### src/rtl/key_conditioner_pkg.sv
// Shared types and helpers for the pushbutton conditioner.
package key_conditioner_pkg;

  typedef enum logic [1:0] {
    RELEASED    = 2'd0,
    HELD_WAIT   = 2'd1,
    HELD_REPEAT = 2'd2
  } key_state_t;

  // Bits needed to hold every value 0..max_val inclusive.
  function automatic int unsigned cnt_width(input int unsigned max_val);
    return $clog2(max_val + 1);
  endfunction

endpackage

### src/rtl/key_channel.sv
// One button channel: 2-flop synchroniser, debounce, edge pulses and hold-to-repeat.
module key_channel
  import key_conditioner_pkg::*;
#(
  parameter bit          ACTIVE_LOW      = 1'b1,
  parameter int unsigned DEBOUNCE_CYCLES = 500000,
  parameter int unsigned REPEAT_DELAY    = 25000000,
  parameter int unsigned REPEAT_PERIOD   = 5000000
) (
  input  logic clk_i,
  input  logic rst_i,
  input  logic raw_i,
  output logic level_o,
  output logic press_o,
  output logic release_o,
  output logic repeat_o
);

  localparam int unsigned DEB_W   = cnt_width(DEBOUNCE_CYCLES);
  localparam int unsigned REP_MAX = (REPEAT_DELAY > REPEAT_PERIOD) ? REPEAT_DELAY : REPEAT_PERIOD;
  localparam int unsigned REP_W   = cnt_width(REP_MAX);

  localparam logic [DEB_W-1:0] DEB_MAX  = DEB_W'(DEBOUNCE_CYCLES);
  localparam logic [REP_W-1:0] DELAY_V  = REP_W'(REPEAT_DELAY);
  localparam logic [REP_W-1:0] PERIOD_V = REP_W'(REPEAT_PERIOD);
  localparam logic [REP_W-1:0] REP_SAT  = REP_W'(REP_MAX);

  logic [1:0]       sync_q;
  logic             level_q, level_d;
  logic [DEB_W-1:0] deb_cnt_q, deb_cnt_d;
  key_state_t       state_q, state_d;
  logic [REP_W-1:0] rep_cnt_q, rep_cnt_d, rep_inc;
  logic             press_q, release_q, repeat_q, repeat_d;
  logic             press_edge, release_edge;

  always_comb begin
    level_d   = level_q;
    deb_cnt_d = '0;
    if (sync_q[1] != level_q) begin
      if (deb_cnt_q >= DEB_MAX) begin
        level_d   = ~level_q;
        deb_cnt_d = '0;
      end else begin
        deb_cnt_d = deb_cnt_q + 1'b1;
      end
    end
  end

  assign press_edge   = level_d & ~level_q;
  assign release_edge = ~level_d & level_q;
  assign rep_inc      = (rep_cnt_q >= REP_SAT) ? rep_cnt_q : rep_cnt_q + 1'b1;

  always_comb begin
    state_d   = state_q;
    rep_cnt_d = rep_cnt_q;
    repeat_d  = 1'b0;
    case (state_q)
      RELEASED: begin
        rep_cnt_d = '0;
        if (press_edge) state_d = HELD_WAIT;
      end
      HELD_WAIT: begin
        // A zero delay parks the channel here: held, but never repeating.
        if (REPEAT_DELAY != 0) begin
          if (rep_inc == DELAY_V) begin
            state_d   = HELD_REPEAT;
            rep_cnt_d = '0;
            repeat_d  = 1'b1;
          end else begin
            rep_cnt_d = rep_inc;
          end
        end
      end
      HELD_REPEAT: begin
        if (rep_inc == PERIOD_V) begin
          rep_cnt_d = '0;
          repeat_d  = 1'b1;
        end else begin
          rep_cnt_d = rep_inc;
        end
      end
      default: begin
        state_d   = RELEASED;
        rep_cnt_d = '0;
      end
    endcase
    if (release_edge) begin
      state_d   = RELEASED;
      rep_cnt_d = '0;
      repeat_d  = 1'b0;
    end
  end

  always_ff @(posedge clk_i) begin
    if (rst_i) begin
      sync_q    <= '0;
      level_q   <= 1'b0;
      deb_cnt_q <= '0;
      state_q   <= RELEASED;
      rep_cnt_q <= '0;
      press_q   <= 1'b0;
      release_q <= 1'b0;
      repeat_q  <= 1'b0;
    end else begin
      sync_q    <= {sync_q[0], raw_i ^ ACTIVE_LOW};
      level_q   <= level_d;
      deb_cnt_q <= deb_cnt_d;
      state_q   <= state_d;
      rep_cnt_q <= rep_cnt_d;
      press_q   <= press_edge;
      release_q <= release_edge;
      repeat_q  <= repeat_d;
    end
  end

  assign level_o   = level_q;
  assign press_o   = press_q;
  assign release_o = release_q;
  assign repeat_o  = repeat_q;

endmodule

### src/rtl/key_conditioner.sv
// NUM_KEYS independent button channels plus a combined press strobe for the control FSM.
module key_conditioner
  import key_conditioner_pkg::*;
#(
  parameter int unsigned NUM_KEYS        = 2,
  parameter bit          ACTIVE_LOW      = 1'b1,
  parameter int unsigned DEBOUNCE_CYCLES = 500000,
  parameter int unsigned REPEAT_DELAY    = 25000000,
  parameter int unsigned REPEAT_PERIOD   = 5000000
) (
  input  logic                Clk,
  input  logic                Reset,
  input  logic [NUM_KEYS-1:0] key_raw,
  output logic [NUM_KEYS-1:0] key_level,
  output logic [NUM_KEYS-1:0] key_press,
  output logic [NUM_KEYS-1:0] key_release,
  output logic [NUM_KEYS-1:0] key_repeat,
  output logic                any_press
);

  generate
    for (genvar gi = 0; gi < NUM_KEYS; gi++) begin : g_ch
      key_channel #(
        .ACTIVE_LOW     (ACTIVE_LOW),
        .DEBOUNCE_CYCLES(DEBOUNCE_CYCLES),
        .REPEAT_DELAY   (REPEAT_DELAY),
        .REPEAT_PERIOD  (REPEAT_PERIOD)
      ) u_ch (
        .clk_i    (Clk),
        .rst_i    (Reset),
        .raw_i    (key_raw[gi]),
        .level_o  (key_level[gi]),
        .press_o  (key_press[gi]),
        .release_o(key_release[gi]),
        .repeat_o (key_repeat[gi])
      );
    end
  endgenerate

  // OR of registered pulses, so it lines up with key_press in the same cycle.
  assign any_press = |key_press;

endmodule

### config.mk
export PLATFORM = sky130hd
export DESIGN_NAME = key_conditioner
export DESIGN_NICKNAME = d
export VERILOG_FILES = /design/src/rtl/key_conditioner_pkg.sv /design/src/rtl/key_channel.sv /design/src/rtl/key_conditioner.sv
export SDC_FILE = /design/constraint.sdc
export NUM_CORES = 1
export LEC_CHECK = 0
export CAP_MARGIN = 20
export CORE_MARGIN = 4
export CORE_UTILIZATION = 60
export CTS_BUF_LIST = sky130_fd_sc_hd__clkbuf_8
export DETAILED_ROUTE_END_ITERATION = 16
export PLACE_DENSITY = 0.77
export SKIP_CTS_REPAIR_TIMING = 1
export SLEW_MARGIN = 20
export SYNTH_ARGS = -nofsm -noshare
export SYNTH_HDL_FRONTEND = slang
export SYNTH_SLANG_ARGS = --single-unit
export TNS_END_PERCENT = 1
### constraint.sdc
create_clock -name Clk -period 3.8 [get_ports Clk]
set_input_delay 0.38 -clock Clk [delete_from_list [all_inputs] [get_ports Clk]]
set_output_delay 0.38 -clock Clk [all_outputs]
set_load 0.1 [all_outputs]
==> impl_metrics.csv <==
group,metric,value,unit
outcome,outcome,"finished, final reports clean",
synth,ys_seq_area_frac,0.3571,
power,internal-power,0.001415,W
global_routing,gr-usage-met3,0.05238,
power,p_sw_frac,0.2125,
flow_run,drv_cap,0,
clock_tree,clk_pin_slew,100,ps
critical_path,r2r_cells,10,
floorplanning,start_util,0.6222,
floorplanning,coreArea,9371,µm²
critical_path,crit_fanout,10,
final_layout,antennaDiodeCount,0,
drt,ant_nets,0,
power,p_seq_frac,0.609,
critical_path,cp-startpoint,"g_ch[1].u_ch.rep_cnt_q[2]$_SDFF_PP0_",
critical_path,r2r_start,"g_ch[1].u_ch.rep_cnt_q[2]$_SDFF_PP0_",
power,p_comb_frac,0.008,
floorplanning,io_pins,13,
clock_tree,clock-sinks,104,
sta,tns,0,ps
power,p_clk_frac,0.384,
hold_path,hold_path_class,"reg2reg",
power,max-vdd-ir-drop,0.2789,mV
power,pwr_density_cell,287.1,nW/µm²
place,port_buffers,12,
floorplanning,die_w,106.6,µm
final_layout,multiInputGateArea,3438,µm²
clock_tree,cts_tree,"yes",
global_routing,grt_pass1_vias,4701,
synth,synth_cell_types,66,
sta,finalHoldViolations,0,
critical_path,worstSetupPathType,"reg2reg",
clock_tree,clock-root-buffer,"clkbuf_8",
clock_tree,clockBufferDepth,2,
sta,timing.fmax,284.0,MHz
final_layout,register_area,2082,µm²
global_routing,grt_pass1_wl,21.50,mm
synth,synth.most_common_cell,"dfxtp_1",
synth,synth_nets,728,
global_routing,top_usage_layer,"met2",
critical_path,slowest_delay,480,ps
sta,post-route-period-util,0.9265,
sta,maxSlewHeadroom,0.3307,
clock_tree,clk_latency,370,ps
sta,slew_violations,0,
power,p_leak,2.060,nW
final_layout,area_growth,7.296,%
synth,avgSynthCellArea,8.212,µm²
global_routing,gr-usage-met2,0.3701,
sta,worstMarginPinSlew,1001,ps
synth,synth-edff-count,0,
global_routing,overflow,0,
drt,viasPerCell,5.955,
critical_path,crit_slowest_cell,"or3_1",
synth,yosys_register_bits,104,
synth,yosys-top-cells-area,"dfxtp_1 36%, nor2_1 6.6%, xnor2_1 6.0%, xor2_1 5.6%, nand3_1 3.2%",
drt,wirelength,12.53,mm
power,switchingPower,0.0003817,W
sta,grt_setup_unrepaired,"false",
synth,synthFlopType,"dfxtp_1",
synth,synth.top_cells.by_count,"104 x dfxtp_1, 103 x nor2_1, 45 x nand2_1",
critical_path,reg2reg_to,"g_ch[1].u_ch.rep_cnt_q[21]$_SDFF_PP0_",
drt,post_drt_wl_per_cell,14.82,µm
critical_path,cp.required,4050,ps
sta,fin_skew,14.15,ps
place,place_congestion,0.9620,
global_routing,groute.usage.overall,0.2292,
critical_path,crit_path_end_kind,"flip-flop",
synth,netlist_instances,710,
hold_path,worstHoldPathCells,1,
synth,yosysTopAreaCell,"dfxtp_1",
drt,drt_iter0_markers,393,
drt,drc,0,
drt,routed-via-count,5032,
critical_path,worst_ep_arrival_time,3770,ps
global_routing,grt_max_degree,26,
floorplanning,die_h,106.6,µm
synth,async_flop_share,0,
clock_tree,cts_made_buffers,9,
synth,synth_top_area_frac,0.3571,
global_routing,grt_util_met1,0.3037,
global_routing,antenna_found_initial,0,
critical_path,r2r_slack,280,ps
floorplanning,die-area,11360,µm²
final_layout,fillers,801,
clock_tree,htreeDepth,3,
sta,timing.hold.ws,446.4,ps
final_layout,drive_above_1_share,0.08939,
critical_path,startpoint_type,"flip-flop",
critical_path,crit_chain,"and4_1, nand3_2, or3_1, or4_4, a221o_1, nor4_2, a31oi_1, o21ai_4, buf_4, a21oi_1",
sta,finalCriticalPeriod,3521,ps
sta,finalSetupViolations,0,
synth,ys_warn_count,0,
synth,synth_area,5831,µm²
hold_path,min_to,"g_ch[0].u_ch.sync_q[1]$_SDFF_PP0_",
hold_path,hp-start,"g_ch[0].u_ch.sync_q[0]$_SDFF_PP0_",
place,hpwlAfterDp,9.248,mm
final_layout,final_nets,730,
drt,dr.pass1.iters,6,
floorplanning,num_rows,35,
==> layer usage <==
metal / vias to the layer above / routed length, µm
met5: - / 0
met4: 0 / 179
met3: 17 / 750
met2: 157 / 5807
met1: 2347 / 5790
li1: 2511 / -
==> critical path, delay by kind of cell (launching register included) <==
kind	cells	cell delay, ps
DFF	1	460
buffers and inverters	1	230
and+or+nand+nor	5	1790
AOI/OAI and AO/OA	4	930
==> stage by stage <==
step / instance area (µm²) / std cells / total power (W) / worst slack, ps / utilization
finish: 6256 / 845 / 0.001796 / 279.2 / 0.6676
detailed placement: 6036 / 830 / 0.001133 / 169.6 / 0.6441
CTS: 6231 / 845 / 0.001816 / 162.3 / 0.6649
global placement: 6036 / 830 / 0.001132 / 186.6 / 0.6441
floorplan: 5831 / 710 / 0.001127 / 685.0 / -
global route: 6256 / 845 / 0.001864 / 51.45 / 0.6676
==> worst max-delay path by stage <==
stage,slack [ps],cells past startpoint,endpoint
after floorplan,680,11,g_ch[1].u_ch.rep_cnt_q[16]$_SDFF_PP0_
after global placement,190,10,g_ch[0].u_ch.rep_cnt_q[10]$_SDFF_PP0_
after detailed placement,170,10,g_ch[0].u_ch.rep_cnt_q[10]$_SDFF_PP0_
after CTS,160,10,g_ch[0].u_ch.rep_cnt_q[10]$_SDFF_PP0_
after global routing,50,11,g_ch[1].u_ch.state_q[1]$_SDFFE_PP0P_
final,280,10,g_ch[1].u_ch.rep_cnt_q[21]$_SDFF_PP0_
==> cells by family after synthesis <==
kind of cell,count (synthesis),synth area share
compound gates,100,0.1305
xor+xnor,77,0.1157
fa+ha+maj,14,0.03004
buf+inv,71,0.05751
flops,104,0.3571
mux,5,0.008798
simple gates,339,0.3004
==> layout make-up <==
cell class,instances,area share
inverters,31,0.01860
flip-flops and latches,104,0.3328
clock inverters,5,0.009200
clock buffers,10,0.02200
multi-input cells,535,0.5496
repair buffers,31,0.04200
well taps,129,0.02580
==> cell usage in the layout, fill, tap and decap left out, types with 6 or more instances in the layout <==
cell             instances
dfxtp_1                104
nand2_1                 45
buf_4                   19
and2_1                   8
a21oi_2                  6
inv_1                   31
a21oi_1                 17
or3_1                    9
xor2_1                  37
a31oi_1                 10
clkdlybuf4s50_1         12
ha_1                    14
nand4_1                 28
clkbuf_8                10
o21ai_0                 10
o31ai_1                  8
nor4_1                  16
nand3_1                 37
nor2b_1                  9
nand3b_1                 6
nor3_1                  23
and3_1                  17
xnor2_1                 40
or4_1                    6
and4_1                   8
nor2_1                 103
==> flip-flops by register name, summed over array words and instances, names as in the netlist <==
signal               count
g_ch.u_ch.press_o        2
g_ch.u_ch.state_q        4
g_ch.u_ch.level_o        2
g_ch.u_ch.sync_q         4
g_ch.u_ch.rep_cnt_q     50
g_ch.u_ch.repeat_o       2
g_ch.u_ch.deb_cnt_q     38
g_ch.u_ch.release_o      2
==> power groups by stage <==
stage | sequential [W] | combinational, W | clock [W]
after CTS | 0.00109 | 0.0000140 | 0.000708
after detailed placement | 0.00112 | 0.0000140 | 0
final | 0.00109 | 0.0000138 | 0.000689
after global routing | 0.00109 | 0.0000154 | 0.000754
after floorplan | 0.00112 | 0.00000882 | 0
after global placement | 0.00112 | 0.0000136 | 0
Power figures use the tool's default switching activity.
